### src/rtl/wb_writeback_pkg.sv
// Shared constants and types for the integer register-file writeback slice.
//   ZERO_WORD             : all-zero data word
//   F3_LB/LH/LW/LBU/LHU   : load funct3 encodings understood by load_ext
//   wb_req_t              : one arbitrated writeback request (destination + data)
package wb_writeback_pkg;

  localparam int unsigned XLEN = 32;

  localparam logic [XLEN-1:0] ZERO_WORD = '0;

  localparam logic [2:0] F3_LB  = 3'b000;
  localparam logic [2:0] F3_LH  = 3'b001;
  localparam logic [2:0] F3_LW  = 3'b010;
  localparam logic [2:0] F3_LBU = 3'b100;
  localparam logic [2:0] F3_LHU = 3'b101;

  typedef struct packed {
    logic [4:0]      rd;
    logic [XLEN-1:0] data;
  } wb_req_t;

endpackage

### src/rtl/wb_writeback_load_ext.sv
// load_ext: combinational load-data extender.
// Ports:
//   funct3  in  3   load type (LB/LH/LW/LBU/LHU, other codes pass the word)
//   addr_lo in  2   byte offset of the load address
//   data    in  32  raw aligned memory word
//   ext     out 32  sign/zero-extended result
module load_ext
  import wb_writeback_pkg::*;
(
  input  logic [2:0]      funct3,
  input  logic [1:0]      addr_lo,
  input  logic [XLEN-1:0] data,
  output logic [XLEN-1:0] ext
);

  function automatic logic [XLEN-1:0] ext_byte(input logic [7:0] b, input logic sgn);
    return {{(XLEN-8){sgn & b[7]}}, b};
  endfunction

  function automatic logic [XLEN-1:0] ext_half(input logic [15:0] h, input logic sgn);
    return {{(XLEN-16){sgn & h[15]}}, h};
  endfunction

  logic [7:0]  byte_sel;
  logic [15:0] half_sel;

  always_comb begin
    byte_sel = data[{addr_lo, 3'b000} +: 8];
    // Halfword lanes are selected by the upper offset bit only.
    half_sel = data[{addr_lo[1], 4'b0000} +: 16];
    case (funct3)
      F3_LB:   ext = ext_byte(byte_sel, 1'b1);
      F3_LH:   ext = ext_half(half_sel, 1'b1);
      F3_LBU:  ext = ext_byte(byte_sel, 1'b0);
      F3_LHU:  ext = ext_half(half_sel, 1'b0);
      default: ext = data;
    endcase
  end

endmodule

### src/rtl/wb_writeback.sv
// wb_writeback: writer side of the integer register file.
// Arbitrates ALU and LSU results (LSU has priority), extends load data,
// registers the regfile write port and tracks pending loads for RAW hazards.
// Optional feature macro: WB_BYPASS_EN (adds fwd_a/fwd_b forwarding outputs
// and masks hazards for a same-cycle LSU accept to the source register).
// Ports:
//   clk, rst_n                     clock, synchronous active-low reset
//   alu_valid/ready/rd/data        ALU result handshake
//   lsu_valid/ready/rd/funct3/
//   lsu_addr_lo/lsu_data           load data handshake
//   issue_valid/issue_rd/issue_ready  load issue into the scoreboard
//   rs1, rs2, hazard_a, hazard_b   decode hazard query
//   w_en, rd, rd_data              registered regfile write port
//   fwd_a_en/data, fwd_b_en/data   forwarding (WB_BYPASS_EN only)
module wb_writeback
  import wb_writeback_pkg::*;
#(
  parameter int unsigned MAX_OUTSTANDING = 2,
  parameter int unsigned CNT_W           = 2
) (
  input  logic            clk,
  input  logic            rst_n,
  input  logic            alu_valid,
  output logic            alu_ready,
  input  logic [4:0]      alu_rd,
  input  logic [XLEN-1:0] alu_data,
  input  logic            lsu_valid,
  output logic            lsu_ready,
  input  logic [4:0]      lsu_rd,
  input  logic [2:0]      lsu_funct3,
  input  logic [1:0]      lsu_addr_lo,
  input  logic [XLEN-1:0] lsu_data,
  input  logic            issue_valid,
  input  logic [4:0]      issue_rd,
  output logic            issue_ready,
  input  logic [4:0]      rs1,
  input  logic [4:0]      rs2,
  output logic            hazard_a,
  output logic            hazard_b,
  output logic            w_en,
  output logic [4:0]      rd,
  output logic [XLEN-1:0] rd_data
`ifdef WB_BYPASS_EN
  ,
  output logic            fwd_a_en,
  output logic            fwd_b_en,
  output logic [XLEN-1:0] fwd_a_data,
  output logic [XLEN-1:0] fwd_b_data
`endif
);

  localparam logic [CNT_W:0] MAX_C = (CNT_W+1)'(MAX_OUTSTANDING);

  logic            lsu_acc_p0;
  logic            alu_acc_p0;
  logic            issue_acc_p0;
  logic [XLEN-1:0] lsu_ext_p0;
  wb_req_t         req_p0;
  logic [31:0]     pend;
  logic [31:0]     pend_nxt;
  logic [CNT_W-1:0] cnt;
  logic [CNT_W-1:0] cnt_nxt;

  load_ext u_load_ext (
    .funct3  (lsu_funct3),
    .addr_lo (lsu_addr_lo),
    .data    (lsu_data),
    .ext     (lsu_ext_p0)
  );

  // Stage p0: arbitration, LSU always wins
  assign lsu_ready    = 1'b1;
  assign alu_ready    = ~lsu_valid;
  assign lsu_acc_p0   = lsu_valid;
  assign alu_acc_p0   = alu_valid & ~lsu_valid;
  assign issue_ready  = ({1'b0, cnt} < MAX_C);
  assign issue_acc_p0 = issue_valid & issue_ready;

  always_comb begin
    req_p0 = '{rd: alu_rd, data: alu_data};
    if (lsu_acc_p0) req_p0 = '{rd: lsu_rd, data: lsu_ext_p0};
  end

  // Stage p1: registered regfile write port
  always_ff @(posedge clk) begin
    if (!rst_n) begin
      w_en    <= 1'b0;
      rd      <= 5'd0;
      rd_data <= ZERO_WORD;
    end else begin
      // x0 writes are accepted but never enabled.
      w_en <= (lsu_acc_p0 | alu_acc_p0) & (req_p0.rd != 5'd0);
      if (lsu_acc_p0 | alu_acc_p0) begin
        rd      <= req_p0.rd;
        rd_data <= req_p0.data;
      end
    end
  end

  // Pending-load scoreboard: the set is applied after the clear so it wins.
  always_comb begin
    pend_nxt = pend;
    if (lsu_acc_p0)   pend_nxt[lsu_rd]   = 1'b0;
    if (issue_acc_p0) pend_nxt[issue_rd] = 1'b1;
    pend_nxt[0] = 1'b0;
  end

  always_comb begin
    cnt_nxt = cnt;
    case ({issue_acc_p0, lsu_acc_p0})
      2'b10:   cnt_nxt = cnt + CNT_W'(1);
      // A return with nothing outstanding is a protocol error; do not wrap.
      2'b01:   cnt_nxt = (cnt == '0) ? '0 : cnt - CNT_W'(1);
      default: cnt_nxt = cnt;
    endcase
  end

  always_ff @(posedge clk) begin
    if (!rst_n) begin
      pend <= '0;
      cnt  <= '0;
    end else begin
      pend <= pend_nxt;
      cnt  <= cnt_nxt;
    end
  end

`ifdef WB_BYPASS_EN
  // The returning load reaches decode through the forwarding path next cycle.
  assign hazard_a = pend[rs1] & ~(lsu_acc_p0 & (lsu_rd == rs1));
  assign hazard_b = pend[rs2] & ~(lsu_acc_p0 & (lsu_rd == rs2));

  assign fwd_a_en   = w_en & (rd == rs1) & (rs1 != 5'd0);
  assign fwd_b_en   = w_en & (rd == rs2) & (rs2 != 5'd0);
  assign fwd_a_data = rd_data;
  assign fwd_b_data = rd_data;
`else
  assign hazard_a = pend[rs1];
  assign hazard_b = pend[rs2];
`endif

endmodule

### config.mk
export PLATFORM = sky130hd
export DESIGN_NAME = wb_writeback
export DESIGN_NICKNAME = d
export VERILOG_FILES = /design/src/rtl/wb_writeback_pkg.sv /design/src/rtl/wb_writeback_load_ext.sv /design/src/rtl/wb_writeback.sv
export SDC_FILE = /design/constraint.sdc
export NUM_CORES = 1
export LEC_CHECK = 0
export ABC_CLOCK_PERIOD_IN_PS = 1900
export BUFFER_PORTS_ARGS = -buffer_cell sky130_fd_sc_hd__buf_2
export CAP_MARGIN = 5
export CORE_ASPECT_RATIO = 1.5
export CORE_MARGIN = 4
export CORE_UTILIZATION = 35
export DETAILED_ROUTE_END_ITERATION = 10
export PLACE_DENSITY = 0.59
export SLEW_MARGIN = 40
export SYNTH_ARGS = -nofsm -noshare
export SYNTH_HDL_FRONTEND = slang
export SYNTH_SLANG_ARGS = --single-unit
### constraint.sdc
create_clock -name clk -period 1.9 [get_ports clk]
set_clock_uncertainty 0.15 [all_clocks]
set_input_delay 0.095 -clock clk [delete_from_list [all_inputs] [get_ports clk]]
set_output_delay 0.095 -clock clk [all_outputs]
set_load 0.1 [all_outputs]
# ---- Word level (Yosys, flattened, before mapping)
# Cells that the tools add are included.
dict set report word_totals {
  latch_bits 0
  romBits 0
  wordCells 50
  memories 0
  ram_bits 0
  regBits 72
}
dict set report classes {
  n_reduce_logical 6
  add_sub_neg 2
  bitwise_logic 8
  n_shift 2
  n_mux 14
  n_mul 0
  n_div 0
  n_lt_le_gt_ge 7
  eq_ne 5
}
# operator count
set ops {}
lappend ops {{$pmux W32 S4} 1}
lappend ops {{$mux W32} 2}
lappend ops {{$mux W37} 1}
lappend ops {{$and A32 B32 Y32} 1}
lappend ops {{$not A32 Y32} 1}
lappend ops {{$or A32 B32 Y32} 1}
lappend ops {{$shiftx A32 B6 Y16} 1}
lappend ops {{$shiftx A32 B6 Y8} 1}
lappend ops {{$lt A5 B6 Y1 const B} 4}
lappend ops {{$bmux W1 S5} 2}
lappend ops {{$demux W1 S5} 2}
lappend ops {{$ge A5 B1 Y1 const B} 2}
lappend ops {{$eq A3 B3 Y1 const B} 2}
lappend ops {{$reduce_bool A5 Y1} 1}
lappend ops {{$mux W1} 4}
lappend ops {{$pmux W2 S2} 1}
lappend ops {{$and A1 B1 Y1} 3}
lappend ops {{$eq A3 B1 Y1 const B} 1}
lappend ops {{$logic_not A3 Y1} 1}
lappend ops {{$add A2 B1 Y2 const B} 1}
lappend ops {{$eq A2 B1 Y1 const B} 1}
lappend ops {{$eq A2 B2 Y1 const B} 1}
lappend ops {{$logic_and A1 B1 Y1} 2}
lappend ops {{$logic_not A2 Y1} 1}
lappend ops {{6 further kinds} 6}

# ---- Logic depth before layout (Yosys ltp)
# Gate-level depths: netlist (run 1).
dict set report logic_depth {
  word_depth 9
  ltp_mapped 7
  ltp_nobuf 5
}

# ---- Hierarchy
# Synthesis (run 1) repeated with hierarchy kept, for this count alone.
dict set report hier_totals {
  hier_cells 597
  hier_area_um2 4749.6
}
# mod n_inst area_each_um2 seq_area_each_um2 cells_each
set modules_own_cells {}
lappend modules_own_cells {wb_writeback 1 3724.8 1421.4 454}
lappend modules_own_cells {load_ext 1 1024.7 0.0 143}

# ---- Worst setup path before layout (run 1)
# Ideal clock, no wire load.
dict set report synth_path {
  path_kind {flip-flop to output port}
  from {register pend[23]}
  to {output hazard_a}
  arrival_time_ns 1.862
  slack_ns -0.207
  path_stages_with_launch 4
  cell_sequence {dfxtp_1 > mux4_2 > and4b_1 > or4_1}
}
dict set report synth_between {
  elab_chain_cells 2
}
# element line
set synth_rtl {}
lappend synth_rtl {{from (decl)} wb_writeback.sv:59} ;# logic [31:0] pend;
lappend synth_rtl {{from (signal assigned)} wb_writeback.sv:123} ;# pend <= pend_nxt;
lappend synth_rtl {{$bmux W1 S5} wb_writeback.sv:138} ;# assign hazard_a = pend[rs1];
lappend synth_rtl {{$mux W1 (implied by the code)} wb_writeback.sv:138}
lappend synth_rtl {{to (decl)} wb_writeback.sv:38} ;# output logic hazard_a,
# No other way between the ends. The select of a mux whose other input is x is not followed.

# ---- Final worst setup path (run 1)
dict set report layout_path {
  from {register pend[27]}
  to {output hazard_b}
}
dict set report layout_between {
  elab_chain_cells 2
}
# element line
set layout_rtl {}
lappend layout_rtl {{$bmux W1 S5} wb_writeback.sv:139} ;# assign hazard_b = pend[rs2];
lappend layout_rtl {{$mux W1 (implied by the code)} wb_writeback.sv:139}
lappend layout_rtl {{to (decl)} wb_writeback.sv:39} ;# output logic hazard_b,
# No other way between the ends. The select of a mux whose other input is x is not followed.

==> results of run 1 <==
[registers in the layout (all words and copies together) (netlist names)]
name     count
cnt          2
pend        31
rd           5
rd_data     32
w_en         1
[logic make-up (layout without fill, tap and decap cells)]
kind of cell               count (synthesis)  after routing  share of synthesized area (%)
AOI/OAI and AO/OA                        158            158                           23.1
adders and majority gates                  3              3                          0.855
buffers and inverters                     53            227                           5.76
DFF                                       71             71                           32.4
muxes                                     55             55                           18.4
other                                      1              1                         0.0854
and+or+nand+nor                          170            170                           19.5
[cells in the mapped netlist (all sizes together)]
cell | instances | area, sq um
inv | 9 | 33.8
mux2i | 21 | 210
or4 | 3 | 22.5
nand3 | 19 | 95.1
a22o | 15 | 131
a221oi | 10 | 87.6
a211oi | 5 | 37.5
a21oi | 50 | 254
o211a | 1 | 17.5
a311oi | 15 | 131
a2111oi | 2 | 17.5
nor3 | 5 | 25.0
a31oi | 2 | 12.5
a211o | 2 | 17.5
nand4b | 2 | 17.5
nand4 | 4 | 25.0
and3b | 1 | 8.76
and4b | 2 | 20.0
or3b | 1 | 8.76
ha | 3 | 37.5
buf | 17 | 115
nor2b | 5 | 31.3
nand3b | 13 | 97.6
nand2b | 11 | 68.8
dfxtp | 71 | 1420
o2bb2ai | 7 | 61.3
and3 | 1 | 6.26
mux2 | 19 | 214
mux4 | 15 | 383
and4 | 1 | 8.76
nor2 | 31 | 116
nor4bb | 2 | 20.0
clkbuf | 27 | 104
nor3b | 5 | 37.5
nand2 | 62 | 233
or3 | 1 | 6.26
or2 | 1 | 6.26
o21ai | 49 | 245
conb | 1 | 3.75
[final timing paths]
| check | startpoint | depth (start not counted) | endpoint |
|---|---|---|---|
| worst max-delay path | pend[27] | 5 | hazard_b |
| worst min-delay path | lsu_data[12] | 3 | rd_data[12] |
| worst max register to register | rd[1] | 5 | rd[1] |
| worst min register to register | rd_data[26] | 1 | rd_data[26] |
[what timing repair did]
| action | CTS | global route |
|---|---|---|
| endpoints found under the hold margin | 28 | 0 |
| hold buffers | 37 | 0 |
| pin swaps | 2 | 3 |
| resized for setup | 11 | 7 |
| setup endpoints to repair | 2 | 2 |
[final cells by class]
type | instances | area [sq um]
clock buffers | 11 | 253
clock inverters | 5 | 80.1
fillers | 1214 | 6130
inverters | 9 | 33.8
multi-input cells | 387 | 2710
flip-flops and latches | 71 | 1430
well taps | 153 | 191
repair buffers | 202 | 1310
[critical path, cell delays in order (launching register included)]
cell     delay, ps
dfxtp_1        310
mux4_1         500
nand4_1        100
nand4_1        130
or4_4          520
buf_12         180
[power breakdown]
part,switching (mW),internal (mW),total (mW)
clock,0.649,1.22,1.87
combinational,0.984,0.422,1.41
sequential,0.0478,1.57,1.62
[layer usage]
| metal | global-route usage (%) | vias to the layer above |
|---|---|---|
| met5 | 0 | - |
| li1 | - | 2254 |
| met3 | 4.42 | 48 |
| met2 | 40.0 | 191 |
| met1 | 22.1 | 2287 |
| met4 | 11.0 | 0 |
==> flow_metrics.tcl, run 1 <==
set metrics [dict create \
    status "complete, but fails checks" \
    violations "setup timing" \
    place_inst 785 \
    timing.hold.ws_ps 3.30 \
    wl_met3_um 985 \
    period_share_pct 122 \
    grt_util_all_layers_pct 21.5 \
    htreeDepth 3 \
    r2r_setup_slack_ps 430 \
    layout.nets 782 \
    post-cts-setup-buffers 0 \
    num_vias 4780 \
    final_area_sq_um 6000 \
    grt_max_degree 39 \
    diodes 0 \
    critPathLaunchType "register" \
    max-clock-path-buffers 2 \
    hold_violations 0 \
    crit_fanout 3 \
    critical_path_arrival_ps 2070 \
    drcViolationCount 0 \
    grt_pass1_wl_um 24900 \
    cts_tree "yes" \
    place_congestion 0.930 \
    ys_seq_area_share_pct 32.4 \
    rows 49 \
    worstSetupEndpointType "output pin" \
    grt_remaining_overflow 0 \
    synth_nets 613 \
    antenna_found_initial 0 \
    netlist_instances 511 \
    power_mw 4.89 \
    coreArea_sq_um 12100 \
    setup_violations 2 \
    tns_ps -794 \
    routed.top_layer "met4" \
    io_pins 142 \
    final_common_cell "buf_2" \
    met1_length_um 5580 \
    synth_area_sq_um 4390 \
    yosys.cell_types.count 46 \
    synth-seq-cells 71 \
    maxCapViolCount 0 \
    post_dp_cell_area_sq_um 5280 \
    clkSlewWorstSetupHoldPaths_ps 60 \
    clock_latency_ps 330 \
    dieArea_sq_um 14400 \
    clock-sinks 71 \
    post_route_cells_drive_above_1_share_pct 32.0 \
    layout_setup_ws_ps -413 \
    hold_class "in2reg" \
    drtIter0Drc 151 \
    synth_warnings 0 \
    die_w_um 99.5 \
    ctsRootBufferMaster "clkbuf_16" \
    totalWireLength_um 15700 \
    dr.pass1.iters 5 \
    leakage_nw 2.57 \
    worst_ep_required_time_ps 1650 \
    wl_met2_um 8410 \
    initial_core_util_pct 36.2 \
    path_class "reg2out" \
    hpwl_um 12000 \
    utilization_pct 49.5 \
    mostFrequentLayoutCells "buf_2, dfxtp_1, nand2_1" \
    period_minus_slack_ps 2310 \
    cts_buffers 9 \
    maxSlewViolCount 0 \
    syn_to_final_growth_pct 36.8 \
    wl_per_cell_um 18.8 \
    ant_nets 0 \
    rsz0062_at_grt "yes" \
    fin_cells 838 \
    die_y_um 145 \
    vdd_drop_max_v 0.000424 \
    port_buffers 140 \
    dp_slack_ps -252 \
    viasPerCell 5.70 \
    timing.fmax_mhz 432 \
    relSlewSlack_pct 65.4 \
    grt_pass1_vias 4923 \
    syn_area_per_cell_sq_um 8.59 \
    p_per_area_nw_per_um2 815 \
    worst_slew_pin_slew_ps 523 \
]
(Power assumes the default switching activity.)
==> run 2, diff against run 1 <==
SKIP_CTS_REPAIR_TIMING = 1   (was not set)
==> flow_metrics.tcl, run 2 (synthesized netlist as in run 1, its figures left out) <==
set metrics [dict create \
    status "complete, but fails checks" \
    violations "hold timing, setup timing" \
    io_pins 142 \
    critical_path_arrival_ps 2090 \
    top_regs "rd_data: 32 flops, pend: 31 flops, rd: 5 flops" \
    cts_buffers 9 \
    utilization_pct 47.7 \
    path_class "reg2out" \
    timing.hold.ws_ps -23.2 \
    rsz0062_at_grt "yes" \
    layout_setup_ws_ps -434 \
    vdd_drop_max_v 0.000422 \
    rows 49 \
    grt_max_degree 39 \
    hold_violations 11 \
    regMostFlops "rd_data" \
    ff_latch_area_sq_um 1420 \
    hold_class "in2reg" \
    max-clock-path-buffers 2 \
    grt_remaining_overflow 0 \
    cts_tree "yes" \
    worst_ep_required_time_ps 1650 \
    final_common_cell "buf_2" \
    die_w_um 99.5 \
    timing.fmax_mhz 428 \
    critPathLaunchType "register" \
    drtIter0Drc 171 \
    viasPerCell 5.70 \
    largest_reg_flops 32 \
    post_dp_cell_area_sq_um 5280 \
    period_share_pct 123 \
    num_vias 4656 \
    p_per_area_nw_per_um2 838 \
    htreeDepth 3 \
    totalWireLength_um 15500 \
    worst_slew_pin_slew_ps 523 \
    maxSlewViolCount 0 \
    min_from "alu_data[15]" \
    crit_start "pend[15]" \
    grt_util_all_layers_pct 20.8 \
    grt_pass1_vias 4730 \
    initial_core_util_pct 36.2 \
    dieArea_sq_um 14400 \
    coreArea_sq_um 12100 \
    dp_slack_ps -252 \
    wl_per_cell_um 19.0 \
    syn_to_final_growth_pct 32.0 \
    clock_latency_ps 330 \
    multi_input_area_sq_um 2710 \
    crit_fanout 3 \
    leakage_nw 2.49 \
    tns_ps -838 \
    ctsRootBufferMaster "clkbuf_16" \
    drcViolationCount 0 \
    rr_startpoint "cnt[1]" \
    mostFrequentLayoutCells "buf_2, dfxtp_1, nand2_1" \
    port_buffers 140 \
    dr.pass1.iters 5 \
    period_minus_slack_ps 2330 \
    die_y_um 145 \
    grt_pass1_wl_um 24100 \
    maxCapViolCount 0 \
    setup_violations 2 \
    diodes 0 \
    clock-sinks 71 \
    post_route_cells_drive_above_1_share_pct 32.4 \
    hpwl_um 12000 \
    clkSlewWorstSetupHoldPaths_ps 60 \
    layout.nets 761 \
    power_mw 4.85 \
    antenna_found_initial 0 \
    ant_nets 0 \
    place_congestion 0.930 \
    num-fill-cells 1249 \
    worstSetupEndpointType "output pin" \
    relSlewSlack_pct 65.4 \
    final_area_sq_um 5790 \
]
run 2: where the power goes:
group | internal (mW) | total (mW) | switching, mW | leakage, nW
Clock | 1.22 | 1.86 | 0.645 | 0.158
Combinational | 0.393 | 1.37 | 0.977 | 1.75
Sequential | 1.57 | 1.62 | 0.0469 | 0.582
Total | 3.18 | 4.85 | 1.67 | 2.49
run 2: final timing paths:
kind                       to  slack [ps]  cells past startpoint
hold reg to reg   rd_data[26]         320                      1
setup / recovery     hazard_b        -430                      5
hold / removal    rd_data[15]         -20                      3
setup reg to reg       cnt[0]         470                      5
run 2: worst max-delay path: stages, from the launching register on:
cell      delay [ps]
dfxtp_1          320
mux4_2           480
nand4b_1         100
nand4_1          150
or4_4            520
buf_12           180
run 2: routing by layer:
metal / vias up / wire, um / GRT usage, %
met5: - / 0 / 0
met1: 2206 / 5410 / 21.5
met2: 196 / 8360 / 38.5
met4: 0 / 632 / 10.0
met3: 43 / 1120 / 4.90
li1: 2211 / - / -
run 2: final cells by class:
type	count	share of cell area, %
Clock buffer	11	4.36
Inverter	9	0.583
Timing Repair Buffer	181	19.0
Tap cell	153	3.30
Multi-Input combinational cell	387	46.8
Sequential cell	71	24.5
Clock inverter	5	1.38
run 2: metrics by stage:
step | hold slack [ps] | std cells
final | -23.2 | 817
after global routing | 4.33 | 817
after CTS | -111 | 801
after detailed placement | 238 | 785
after global placement | 241 | 785
after floorplan | 83.6 | 511
